[config.mk]
export PLATFORM = sky130hd
export DESIGN_NAME = reimu_shot_pool
export DESIGN_NICKNAME = d
export VERILOG_FILES = /design/src/rtl/reimu_shot_pool.sv
export SDC_FILE = /design/constraint.sdc
export NUM_CORES = 1
export LEC_CHECK = 0
export CORE_ASPECT_RATIO = 0.5
export CORE_MARGIN = 2
export CORE_UTILIZATION = 30
export CTS_CLUSTER_SIZE = 28
export DETAILED_ROUTE_END_ITERATION = 16
export PLACE_DENSITY = 0.45
export RECOVER_POWER = 25
export SETUP_SLACK_MARGIN = 0.3
export SLEW_MARGIN = 20
export SYNTH_ARGS = -nofsm -noshare
export SYNTH_HDL_FRONTEND = slang
export SYNTH_SLANG_ARGS = --single-unit
[constraint.sdc]
create_clock -name clk_22 -period 6.95 [get_ports clk_22]
set_clock_uncertainty 0.15 [all_clocks]
set_input_delay 1.0425 -clock clk_22 [delete_from_list [all_inputs] [get_ports clk_22]]
set_output_delay 1.0425 -clock clk_22 [all_outputs]
set_load 0.1 [all_outputs]
[src/rtl/reimu_shot_pool.sv]
// Multi-slot player shot engine: spawns bullets with cooldown, moves them upward, resolves boss/enemy hits, owns HP.
// Build option REIMU_SHOT_DEADSKIP_EN: targets at HP 0 are transparent to bullets.
//
// slot state | meaning
// S_IDLE     | slot free, bul_v=0, x/y follow the player position
// S_FLY      | bullet in flight, bul_v=1, moving upward until hit or off top
module reimu_shot_pool #(
   parameter int NSLOT    = 4,
   parameter int NENM     = 4,
   parameter int BOSS_HP  = 450,
   parameter int ENM_HP   = 120,
   parameter int COOLDOWN = 16
) (
   input  logic                 clk_22,
   input  logic                 rst,
   input  logic                 gamestart,
   input  logic                 shoot,
   input  logic                 reimuE,
   input  logic [9:0]           reimux,
   input  logic [9:0]           reimuy,
   input  logic [9:0]           bossx,
   input  logic [9:0]           bossy,
   input  logic [10*NENM-1:0]   enmx,
   input  logic [10*NENM-1:0]   enmy,
   output logic [10*NSLOT-1:0]  bul_x,
   output logic [10*NSLOT-1:0]  bul_y,
   output logic [NSLOT-1:0]     bul_v,
   output logic [7*NENM-1:0]    enmhp,
   output logic [9:0]           bosshp,
   output logic                 shot_boss,
   output logic                 shot_enm,
   output logic                 fire
);

   localparam int CDW = (COOLDOWN > 1) ? $clog2(COOLDOWN) : 1;

   typedef enum logic {S_IDLE = 1'b0, S_FLY = 1'b1} slot_st_e;

   slot_st_e       st_q [NSLOT];
   slot_st_e       st_d [NSLOT];
   logic [9:0]     x_q [NSLOT];
   logic [9:0]     x_d [NSLOT];
   logic [9:0]     y_q [NSLOT];
   logic [9:0]     y_d [NSLOT];
   logic [CDW-1:0] cd_q, cd_d;
   logic [9:0]     boss_hp_q, boss_hp_d;
   logic [6:0]     enm_hp_q [NENM];
   logic [6:0]     enm_hp_d [NENM];
   logic           shot_boss_q, shot_boss_d;
   logic           shot_enm_q, shot_enm_d;
   logic           fire_q, fire_d;

   logic [10:0]      boss_xlo, boss_xhi, boss_ylo, boss_yhi;
   logic [10:0]      enm_xlo [NENM];
   logic [10:0]      enm_xhi [NENM];
   logic [10:0]      enm_ylo [NENM];
   logic [10:0]      enm_yhi [NENM];
   logic             boss_live;
   logic [NENM-1:0]  enm_live;

   logic [NSLOT-1:0] free_sel;
   logic [NENM-1:0]  enm_hit;
   logic             any_free, spawn, boss_hit, slot_hit;
   logic [9:0]       step;

   function automatic logic in_box(input logic [9:0] px, input logic [9:0] py,
                                   input logic [10:0] xlo, input logic [10:0] xhi,
                                   input logic [10:0] ylo, input logic [10:0] yhi);
      return ({1'b0, px} >= xlo) && ({1'b0, px} <= xhi) &&
             ({1'b0, py} >= ylo) && ({1'b0, py} <= yhi);
   endfunction

   // Boxes widened to 11 bits so centres near the screen edge neither wrap low nor overflow high.
   always_comb begin
      boss_xlo = (bossx >= 10'd25) ? ({1'b0, bossx} - 11'd25) : 11'd0;
      boss_xhi = {1'b0, bossx} + 11'd25;
      boss_ylo = (bossy >= 10'd37) ? ({1'b0, bossy} - 11'd37) : 11'd0;
      boss_yhi = {1'b0, bossy} + 11'd38;
      for (int e = 0; e < NENM; e++) begin
         enm_xlo[e] = (enmx[10*e +: 10] >= 10'd14) ? ({1'b0, enmx[10*e +: 10]} - 11'd14) : 11'd0;
         enm_xhi[e] = {1'b0, enmx[10*e +: 10]} + 11'd14;
         enm_ylo[e] = (enmy[10*e +: 10] >= 10'd14) ? ({1'b0, enmy[10*e +: 10]} - 11'd14) : 11'd0;
         enm_yhi[e] = {1'b0, enmy[10*e +: 10]} + 11'd14;
      end
   end

`ifdef REIMU_SHOT_DEADSKIP_EN
   always_comb begin
      boss_live = (boss_hp_q != 10'd0);
      for (int e = 0; e < NENM; e++) enm_live[e] = (enm_hp_q[e] != 7'd0);
   end
`else
   always_comb begin
      boss_live = 1'b1;
      enm_live  = '1;
   end
`endif

   always_comb begin
      any_free = 1'b0;
      free_sel = '0;
      for (int s = 0; s < NSLOT; s++) begin
         free_sel[s] = (st_q[s] == S_IDLE) && !any_free;
         any_free    = any_free | (st_q[s] == S_IDLE);
      end
      spawn = shoot && reimuE && (cd_q == '0) && any_free;

      boss_hit = 1'b0;
      enm_hit  = '0;
      slot_hit = 1'b0;
      step     = 10'd0;
      for (int s = 0; s < NSLOT; s++) begin
         st_d[s]  = st_q[s];
         x_d[s]   = x_q[s];
         y_d[s]   = y_q[s];
         slot_hit = 1'b0;
         step     = (y_q[s] <= 10'd120) ? 10'd1 : (y_q[s] <= 10'd240) ? 10'd2 : 10'd4;
         if (st_q[s] == S_FLY) begin
            if (boss_live && in_box(x_q[s], y_q[s], boss_xlo, boss_xhi, boss_ylo, boss_yhi)) begin
               slot_hit = 1'b1;
               boss_hit = 1'b1;
            end
            for (int e = 0; e < NENM; e++) begin
               if (!slot_hit && enm_live[e] &&
                   in_box(x_q[s], y_q[s], enm_xlo[e], enm_xhi[e], enm_ylo[e], enm_yhi[e])) begin
                  slot_hit   = 1'b1;
                  enm_hit[e] = 1'b1;
               end
            end
            if (slot_hit || (y_q[s] < step)) st_d[s] = S_IDLE;
            else                             y_d[s]  = y_q[s] - step;
         end else if (spawn && free_sel[s]) begin
            st_d[s] = S_FLY;
         end
         // Free, freshly freed and freshly spawned slots all sit on the player.
         if ((st_q[s] == S_IDLE) || (st_d[s] == S_IDLE)) begin
            x_d[s] = reimux;
            y_d[s] = reimuy;
         end
      end

      cd_d = cd_q;
      if (spawn)                          cd_d = CDW'(COOLDOWN - 1);
      else if (any_free && cd_q != '0)    cd_d = cd_q - 1'b1;

      boss_hp_d = (boss_hit && boss_hp_q != 10'd0) ? (boss_hp_q - 10'd1) : boss_hp_q;
      for (int e = 0; e < NENM; e++)
         enm_hp_d[e] = (enm_hit[e] && enm_hp_q[e] != 7'd0) ? (enm_hp_q[e] - 7'd1) : enm_hp_q[e];

      shot_boss_d = boss_hit;
      shot_enm_d  = |enm_hit;
      fire_d      = spawn;

      if (!reimuE) begin
         for (int s = 0; s < NSLOT; s++) begin
            st_d[s] = S_IDLE;
            x_d[s]  = reimux;
            y_d[s]  = reimuy;
         end
         cd_d        = '0;
         boss_hp_d   = boss_hp_q;
         for (int e = 0; e < NENM; e++) enm_hp_d[e] = enm_hp_q[e];
         shot_boss_d = 1'b0;
         shot_enm_d  = 1'b0;
         fire_d      = 1'b0;
      end
   end

   always_ff @(posedge clk_22) begin
      if (rst || gamestart) begin
         for (int s = 0; s < NSLOT; s++) begin
            st_q[s] <= S_IDLE;
            x_q[s]  <= reimux;
            y_q[s]  <= reimuy;
         end
         cd_q        <= '0;
         boss_hp_q   <= 10'(BOSS_HP);
         for (int e = 0; e < NENM; e++) enm_hp_q[e] <= 7'(ENM_HP);
         shot_boss_q <= 1'b0;
         shot_enm_q  <= 1'b0;
         fire_q      <= 1'b0;
      end else begin
         st_q        <= st_d;
         x_q         <= x_d;
         y_q         <= y_d;
         cd_q        <= cd_d;
         boss_hp_q   <= boss_hp_d;
         enm_hp_q    <= enm_hp_d;
         shot_boss_q <= shot_boss_d;
         shot_enm_q  <= shot_enm_d;
         fire_q      <= fire_d;
      end
   end

   for (genvar s = 0; s < NSLOT; s++) begin : g_slot
      assign bul_x[10*s +: 10] = x_q[s];
      assign bul_y[10*s +: 10] = y_q[s];
      assign bul_v[s]          = (st_q[s] == S_FLY);
   end

   for (genvar e = 0; e < NENM; e++) begin : g_enm
      assign enmhp[7*e +: 7] = enm_hp_q[e];
   end

   assign bosshp    = boss_hp_q;
   assign shot_boss = shot_boss_q;
   assign shot_enm  = shot_enm_q;
   assign fire      = fire_q;

endmodule

After elaboration in Yosys (flattened, before gate mapping)
Index checks and enable logic that the tools add are counted.
- register bits: 129
- bits of input ports: 125
- output and inout bits: 125
- logic and storage cells: 434
- $add $sub $neg: 30
- $lt $le $gt $ge: 102
- equality and inequality tests: 12
- multiplexer cells: 119
- bitwise operators: 12
- reductions and logical operators: 138
- operators with widths (kind ; number):
    $ge A10 B11 Y1 ; 40
    $le A10 B11 Y1 ; 40
    $mux W10 ; 16
    $mux W40 ; 4
    $mux W11 ; 10
    $logic_and A1 B1 Y1 ; 92
    $add A10 B4 Y11 const B ; 8
    $sub A10 B4 Y11 const B ; 8
    $ge A10 B4 Y1 const B ; 8
    $mux W1 ; 75
    $le A10 B7 Y1 const B ; 4
    $le A10 B8 Y1 const B ; 4
    $lt A10 B3 Y1 ; 4
    $sub A10 B3 Y10 ; 4
    $reduce_bool A7 Y1 ; 4
    $sub A7 B1 Y7 const B ; 4
    $mux W3 ; 8
    $mux W4 ; 6
    $logic_not A1 Y1 ; 18
    $reduce_and A2 Y1 ; 9
    $ne A4 B1 Y1 const B ; 4
    $ne A4 B2 Y1 const B ; 4
    $ne A3 B1 Y1 const B ; 4
    $add A10 B5 Y11 const B ; 1
    16 further kinds ; 34

Depth between registers and ports, before layout
Gate-level depths: netlist of run 1.
- depth after elaboration: 32
- gate-level depth with buffers: 19
- gate-level depth less buffers: 18

Worst setup path before layout of run 1
No wires, ideal clock.
- path kind: input port to flip-flop
- start point: input port enmy[16]
- end point: register x_q, in the netlist bul_x[30] (enable)
- setup time: 0.287 ns
- data arrival time: 4.819 ns
- data required time: 6.513 ns
- path slack: 1.694 ns
- stages on the path: 17
- path buffers: 3
- path through: buf_2 > or3_1 > nor3_1 > nand2_1 > or3_1 > clkbuf_1 > and2_1 > ha_1 > nand2b_1 > a2111oi_0 > o21ai_0 > a221oi_1 > or4_1 > nand3b_4 > nor4_4 > buf_4 > inv_1
- word-level cells in the longest chain between the ends: 22
- elaborated cells on any way between the ends: 25
- those cells by class: add/sub: 2; order compare: 3; eq/ne: 1; mux: 9; bitwise: 1; reduce/logical: 9
- RTL lines (element ; line ; RTL):
    from (decl) ; 24 ; input logic [10*NENM-1:0] enmy,
    $sub A10 B4 Y11 or $ge A10 B4 Y1 (tied branches) ; 82 ; enm_ylo[e] = (enmy[10*e +: 10] >= 10'd14) ? ({1'b0, enmy[10*e +: 10]} - 11'd14) : 11'd0;
    $mux W11 ; 82 ;
    $ge A10 B11 Y1 ; 70 ; ({1'b0, py} >= ylo) && ({1'b0, py} <= yhi);
    $logic_and A1 B1 Y1 ; 69 ; return ({1'b0, px} >= xlo) && ({1'b0, px} <= xhi) &&
    $logic_and A1 B1 Y1 (*) ; 70 ;
    $logic_and A1 B1 Y1 (*) ; 124 ; if (!slot_hit && enm_live[e] &&
    $mux W1 (*) ; 124 ;
    $mux W1 (*) ; 118 ; if (st_q[s] == S_FLY) begin
    (+6 left out) ; -- ;
    $mux W1 (*) ; 124 ;
    $mux W1 (*) ; 118 ;
    $logic_or A1 B1 Y1 (*) ; 130 ; if (slot_hit || (y_q[s] < step)) st_d[s] = S_IDLE;
    $mux W1 (*) ; 130 ;
    $mux W1 (*) ; 118 ;
    $not A1 Y1 (*) ; 136 ; if ((st_q[s] == S_IDLE) || (st_d[s] == S_IDLE)) begin
    $logic_or A1 B1 Y1 (*) ; 136 ;
    $ne A3 B1 Y1 (no line) (*) ; -- ;
    to (signal, indexed assignment) ; 173 ; x_q[s] <= reimux;
    to (decl) ; 41 ; logic [9:0] x_q [NSLOT];
Every way passes the cells marked *; elsewhere a longest branch is shown, timed or not. The select of a mux whose other input is x is not followed.
A chain may end at the register's enable or synchronous reset.

Final worst setup path of run 1
- start point: input port enmx[22]
- end point: register enm_hp_q, in the netlist enmhp[18]
- word-level cells in the longest chain between the ends: 17
- elaborated cells on any way between the ends: 38
- those cells by class: add/sub: 2; order compare: 9; mux: 9; reduce/logical: 18
- RTL lines (element ; line ; RTL):
    from (decl) ; 23 ; input logic [10*NENM-1:0] enmx,
    $sub A10 B4 Y11 or $ge A10 B4 Y1 (tied branches) ; 80 ; enm_xlo[e] = (enmx[10*e +: 10] >= 10'd14) ? ({1'b0, enmx[10*e +: 10]} - 11'd14) : 11'd0;
    $mux W11 ; 80 ;
    $ge A10 B11 Y1 ; 69 ;
    $logic_and A1 B1 Y1 (2 in a row) ; 69 ;
    $logic_and A1 B1 Y1 ; 70 ;
    $logic_and A1 B1 Y1 ; 124 ;
    $mux W1 ; 124 ;
    $mux W4 ; 118 ;
    $mux W1 ; 124 ;
    $mux W4 ; 118 ;
    $mux W1 ; 124 ;
    $mux W4 ; 118 ;
    $mux W1 ; 124 ;
    $mux W4 (*) ; 118 ;
    $logic_and A1 B1 Y1 (*) ; 148 ; enm_hp_d[e] = (enm_hit[e] && enm_hp_q[e] != 7'd0) ? (enm_hp_q[e] - 7'd1) : enm_hp_q[e];
    $reduce_and A2 Y1 (no line) (*) ; -- ;
    to (signal assigned) ; 188 ; enm_hp_q <= enm_hp_d;
    to (decl) ; 47 ; logic [6:0] enm_hp_q [NENM];
Every way passes the cells marked *; elsewhere a longest branch is shown, timed or not.

==> metrics.txt, run 1 <==
post-route cell area 32700 um2; clock-pin slew on the worst setup and hold paths 70 ps; r2r startpoint bul_y[14]$_DFFE_PP_; Reg-to-Reg End enmhp[18]$_SDFFE_PP1P_; final setup fails 0; GRT Total Usage 25.5%; WHS 355 ps; Die Area 93400 um2; Avg Inst Size Synth 8.66 um2; drt drc 0; vias per cell 5.63; CTS Sinks 129; grt ovf 0; post-synthesis async set-or-reset flop share 0%; synth warn 0; CP max stage delay 910 ps; number of synthesized flops with an enable pin 80; RSZ-0062 raised after global routing false; hold buffer count at cts 0; Worst Path Max Fanout 10; Arr. time, crit path 6450 ps; final wirelength 122000 um; cts bufs inserted 17; Final WS setup 640 ps; Inst Count DP 4709; vias post-DR 26711; CTS max path bufs 2; Leakage 14.7 nW; main combinational cell family by area after synthesis adder cells; end point of the critical path enmhp[18]$_SDFFE_PP1P_; Critical Path RT 7090 ps; I/O Pins 250; Seq/Total Area, Yosys 12.4%; Port Buffers 249; dpl hpwl 93400 um; antenna-violating nets left 0; final net count 4503; initial drt markers 2192; post-synthesis mux area share 1.03%; Final period util 90.8%; path depth of the worst reg2reg path 13; fmax 158 MHz; Post-Synth XOR/XNOR Area 5.75%; Cell Area, Placed 32100 um2; slew margin rel. 9.71%; area delta synth->final 20.0%; Post-Syn Area 27200 um2; Post-Synth Adder-Cell Area 39.1%; Synth cell types 100; Initial Util 30.2%; fill cell total of the finished layout 9264; post-place setup slack 336 ps; Fin. Hold Viols 0; Final Core Density 36.2%; Post-CTS Resized 0; HP Class reg -> reg; post-layout minimum cycle time 6310 ps; Die Y 217 um; Synth Area in Compound Gates 20.2%; status completed; fin cells 4743; VDD IR max 120 uV; largest net degree at the start of global routing 25; drt first pass iters 6; Placer Congestion 0.909; number of max-slew violations in the final report 0; main flop type after synthesis edfxtp_1; clk_lat worst skew 460 ps; crit path capture type flop; Worst-Margin Slew 1350 ps; Site Rows 78; setup TNS 0 ps; multi-input gate area in the final layout 23300 um2; power per cell area 132 nW/um2; MaxCap Viol Count 0; slowest stage cell, crit path nor4bb_1; global-route wire length before repair 175000 um; Yosys reg bits 129; crit path from enmx[22]; Reg2Reg Setup Slack 1940 ps; H-tree depth 4; critical path launch point type input pin; DR WL/cell 25.8 um; layout cells sized above 1 6.24%; Gate Count Post-Synth 3146; flip-flop and latch area 3380 um2; CTS tree built; Die X 430 um; Core Footprint 90300 um2; Setup Buffers After CTS 0; vias in the first global route 25221; Synth Area in Simple Gates 18.9%; crit path kind in -> reg; CP cell instances clkdlybuf4s50_1 -> ha_1 -> a2111oi_4 -> nand2_1 -> or3_1 -> and2_1 -> ha_1 -> nor2b_1 -> o21ai_0 -> a21oi_1 -> o21ai_0 -> a211oi_1 -> nor4bb_1 -> nor4b_1 -> buf_4 -> o21a_1 -> and4_1 -> o21ai_1; Root Driver clkbuf_16; initial antenna violation count 5; total power 4.33 mW
-- critical path: cells and delay by family --
family	cells	cell delay, ps
AOI/OAI and AO/OA	7	1500
adders and majority gates	2	580
buffers and inverters	2	710
and+or+nand+nor	7	2590
-- report_power, final --
part	switching [mW]	internal (mW)
registers	0.126	0.844
clock network	0.433	0.485
logic	1.51	0.924
-- cell usage in the layout, fill, tap and decap left out, types with 18 or more instances in the layout --
master             n
a2111oi_0         26
a211o_1           18
a211oi_1          73
a21o_1            90
a21oi_1          263
a31oi_1           21
and3_1            37
buf_4            129
clkdlybuf4s50_1  209
conb_1            40
dfxtp_1           49
dlygate4sd3_1     40
edfxtp_1          80
ha_1             846
inv_1            109
nand2_1          230
nand2b_1          53
nand3_1          109
nand3b_1          23
nand4_1           83
nor2_1           154
nor2b_1           53
nor3_1            87
nor4_1            26
o211ai_1          31
o21a_1            35
o21ai_0          134
or3_1             40
xnor2_1           82
xor2_1            97
-- cell families (layout without fill, tap and decap cells) --
| family | after synthesis | count (layout) |
|---|---|---|
| AND/OR/NAND/NOR | 974 | 974 |
| XOR/XNOR | 179 | 179 |
| adder cells (fa/ha/maj) | 850 | 850 |
| other | 1 | 42 |
| AO/OA/AOI/OAI | 824 | 824 |
| flip-flops | 129 | 129 |
| multiplexers | 24 | 24 |
| buffers and inverters | 165 | 521 |
-- state kept, by name, summed over array words and instances (netlist names) --
signal,count
bul_v,4
enmhp,28
bosshp,10
cd_q,4
bul_x,40
shot_boss,1
shot_enm,1
fire,1
bul_y,40
-- cell usage after synthesis, drive strengths merged (80+ instances only) --
cell | count | share of area (%)
a21o | 90 | 2.5
a21oi | 263 | 4.8
edfxtp | 80 | 8.8
ha | 846 | 39
inv | 109 | 1.5
nand2 | 230 | 3.2
nand3 | 111 | 2.1
nand4 | 83 | 1.9
nor2 | 155 | 2.1
nor3 | 91 | 1.8
o21ai | 143 | 2.7
xnor2 | 82 | 2.6
xor2 | 97 | 3.1
-- routing by layer --
layer,share of wire (%),vias to the layer above,global-route usage (%)
met5,0.022,-,0
met3,5.4,160,3.09
li1,-,12899,-
met4,2.5,4,6.38
met1,49,12866,36.3
met2,44,782,40.5
-- cell type report --
cell class,instances,share of cell area [%]
multi-input cells,2891,71.4
repair buffers,380,10.7
flip-flops and latches,129,10.4
well taps,1200,4.59
clock buffers,18,1.34
inverters,109,1.25
clock inverters,14,0.413
diodes,2,0.0153
-- how the worst min path moves through the flow --
stage,end,depth (start not counted),slack (ps),from
2_1_floorplan,cd_q[2]$_SDFFE_PP0P_,2,310,cd_q[2]$_SDFFE_PP0P_
3_3_place_gp,cd_q[2]$_SDFFE_PP0P_,2,340,cd_q[2]$_SDFFE_PP0P_
3_5_place_dp,cd_q[2]$_SDFFE_PP0P_,2,340,cd_q[2]$_SDFFE_PP0P_
4_1_cts,cd_q[2]$_SDFFE_PP0P_,2,350,cd_q[2]$_SDFFE_PP0P_
5_1_grt,cd_q[2]$_SDFFE_PP0P_,2,380,cd_q[2]$_SDFFE_PP0P_
6_report,cd_q[2]$_SDFFE_PP0P_,2,350,cd_q[2]$_SDFFE_PP0P_
(Power assumes the default switching activity.)
==> inputs of run 2 (changes only) <==
PLACE_DENSITY = 0.47   (was 0.45)
SLEW_MARGIN = default   (was 20)
clock period = 5.8 ns   (was 6.95 ns; I/O delays follow)
==> metrics.txt, run 2 (synthesis gave the netlist of run 1 again) <==
hold buffer count at cts 0; Initial Util 30.2%; area delta synth->final 26.7%; Root Driver clkbuf_16; Site Rows 78; VDD IR max 192 uV; post-layout minimum cycle time 5400 ps; setup TNS 0 ps; CTS max path bufs 2; H-tree depth 4; clk_lat worst skew 460 ps; Core Footprint 90300 um2; final setup fails 0; Final Core Density 38.2%; global-route wire length before repair 179000 um; initial antenna violation count 3; cts bufs inserted 17; dpl hpwl 96900 um; Die Area 93400 um2; critical path launch point type input pin; clock-pin slew on the worst setup and hold paths 70 ps; final wirelength 123000 um; number of max-slew violations in the final report 0; status completed; HP Class reg -> reg; Leakage 15.7 nW; Placer Congestion 0.939; WP buf/inv 4; Die X 430 um; Worst Path Max Fanout 9; Die Y 217 um; largest net degree at the start of global routing 25; slew margin rel. 1.53%; Worst-Margin Slew 1480 ps; vias in the first global route 26687; Port Buffers 249; vias per cell 5.62; MaxCap Viol Count 0; CTS Sinks 129; power per cell area 157 nW/um2; multi-input gate area in the final layout 23500 um2; crit path kind in -> reg; Critical Path RT 6030 ps; crit path capture type flop; CP cell instances clkdlybuf4s50_1 -> ha_1 -> a2111oi_4 -> nand2_1 -> or3_4 -> and2_1 -> ha_1 -> nand2b_1 -> a31oi_1 -> o21ai_1 -> a31oi_1 -> nor4_2 -> buf_4 -> nand4b_4 -> o32ai_4 -> buf_12 -> o31ai_4 -> buf_4 -> o21ai_0 -> a21oi_1; vias post-DR 27805; most frequent cells in the layout 846 x ha_1, 323 x buf_4, 263 x a21oi_1; final net count 4704; initial drt markers 2425; DR WL/cell 24.9 um; RSZ-0062 raised after global routing true; grt ovf 0; Final period util 93.1%; CP max stage delay 460 ps; WHS 347 ps; most common cell after layout, fill and taps aside ha_1; slowest stage cell, crit path or3_4; drt first pass iters 5; fmax 185 MHz; fill cell total of the finished layout 9127; layout cells sized above 1 12.2%; flip-flop and latch area 3380 um2; family with the most delay on the worst path compound AO/OA/AOI/OAI gates; drt drc 0; Fin. Hold Viols 0; Arr. time, crit path 5630 ps; CTS tree built; I/O Pins 250; antenna-violating nets left 0; GRT Total Usage 25.9%
## run 2: worst reg2reg max path, stage by stage (launching register included)
cell and delay (ps):
edfxtp_1 1000, buf_4 340, ha_1 280, a21oi_1 150, nand2_1 70, a21o_1 170
a2111oi_0 490, nor3_1 180, nor4b_2 390, buf_4 210, nor4_2 50, buf_4 180
o31ai_4 350, buf_4 190, o21ai_0 80, a21oi_1 210
## run 2: worst paths after layout
kind | slack, ps | cells past startpoint | endpoint | from
hold reg to reg | 350 | 2 | cd_q[2]$_SDFFE_PP0P_ | cd_q[2]$_SDFFE_PP0P_
hold / removal | 350 | 2 | cd_q[2]$_SDFFE_PP0P_ | cd_q[2]$_SDFFE_PP0P_
setup reg to reg | 1250 | 15 | enmhp[22]$_SDFFE_PP0P_ | bul_y[16]$_DFFE_PP_
setup / recovery | 400 | 20 | enmhp[22]$_SDFFE_PP0P_ | enmx[21]
## run 2: repair_timing
action                                  4_1_cts  5_1_grt
resized for setup                             6       44
buffers inserted                              0        3
endpoints found under the setup margin       21      113
pin swaps                                     0        4
## run 2: layout make-up
class / count / area share, %
Sequential cell: 129 / 9.80
Clock buffer: 20 / 1.39
Tap cell: 1200 / 4.35
Antenna cell: 3 / 0.0218
Timing Repair Buffer: 581 / 14.7
Clock inverter: 12 / 0.388
Inverter: 109 / 1.19
Multi-Input combinational cell: 2891 / 68.2
## run 2: layer usage
metal	vias to the layer above	GRT usage [%]	wire (um)
met4	2	6.10	3220
met5	-	0	13
li1	13327	-	-
met2	850	41.7	54400
met3	179	3.28	7310
met1	13447	36.5	58300
## run 2: per-stage QoR
step                setup WS (ps)  cells  cell area (um2)  power (mW)
floorplan                     717   3185            27400        2.96
global placement             -526   4906            33600        4.12
detailed placement           -314   4907            33700        4.19
CTS                           306   4939            34300        5.37
global route                  204   4943            34500        5.80
finish                        402   4945            34500        5.42
## run 2: power breakdown
group	internal [mW]	switching, mW	total, mW	leakage (nW)
registers	1.01	0.175	1.19	1.21
logic	1.23	1.84	3.08	14.2
clock network	0.659	0.499	1.16	0.304
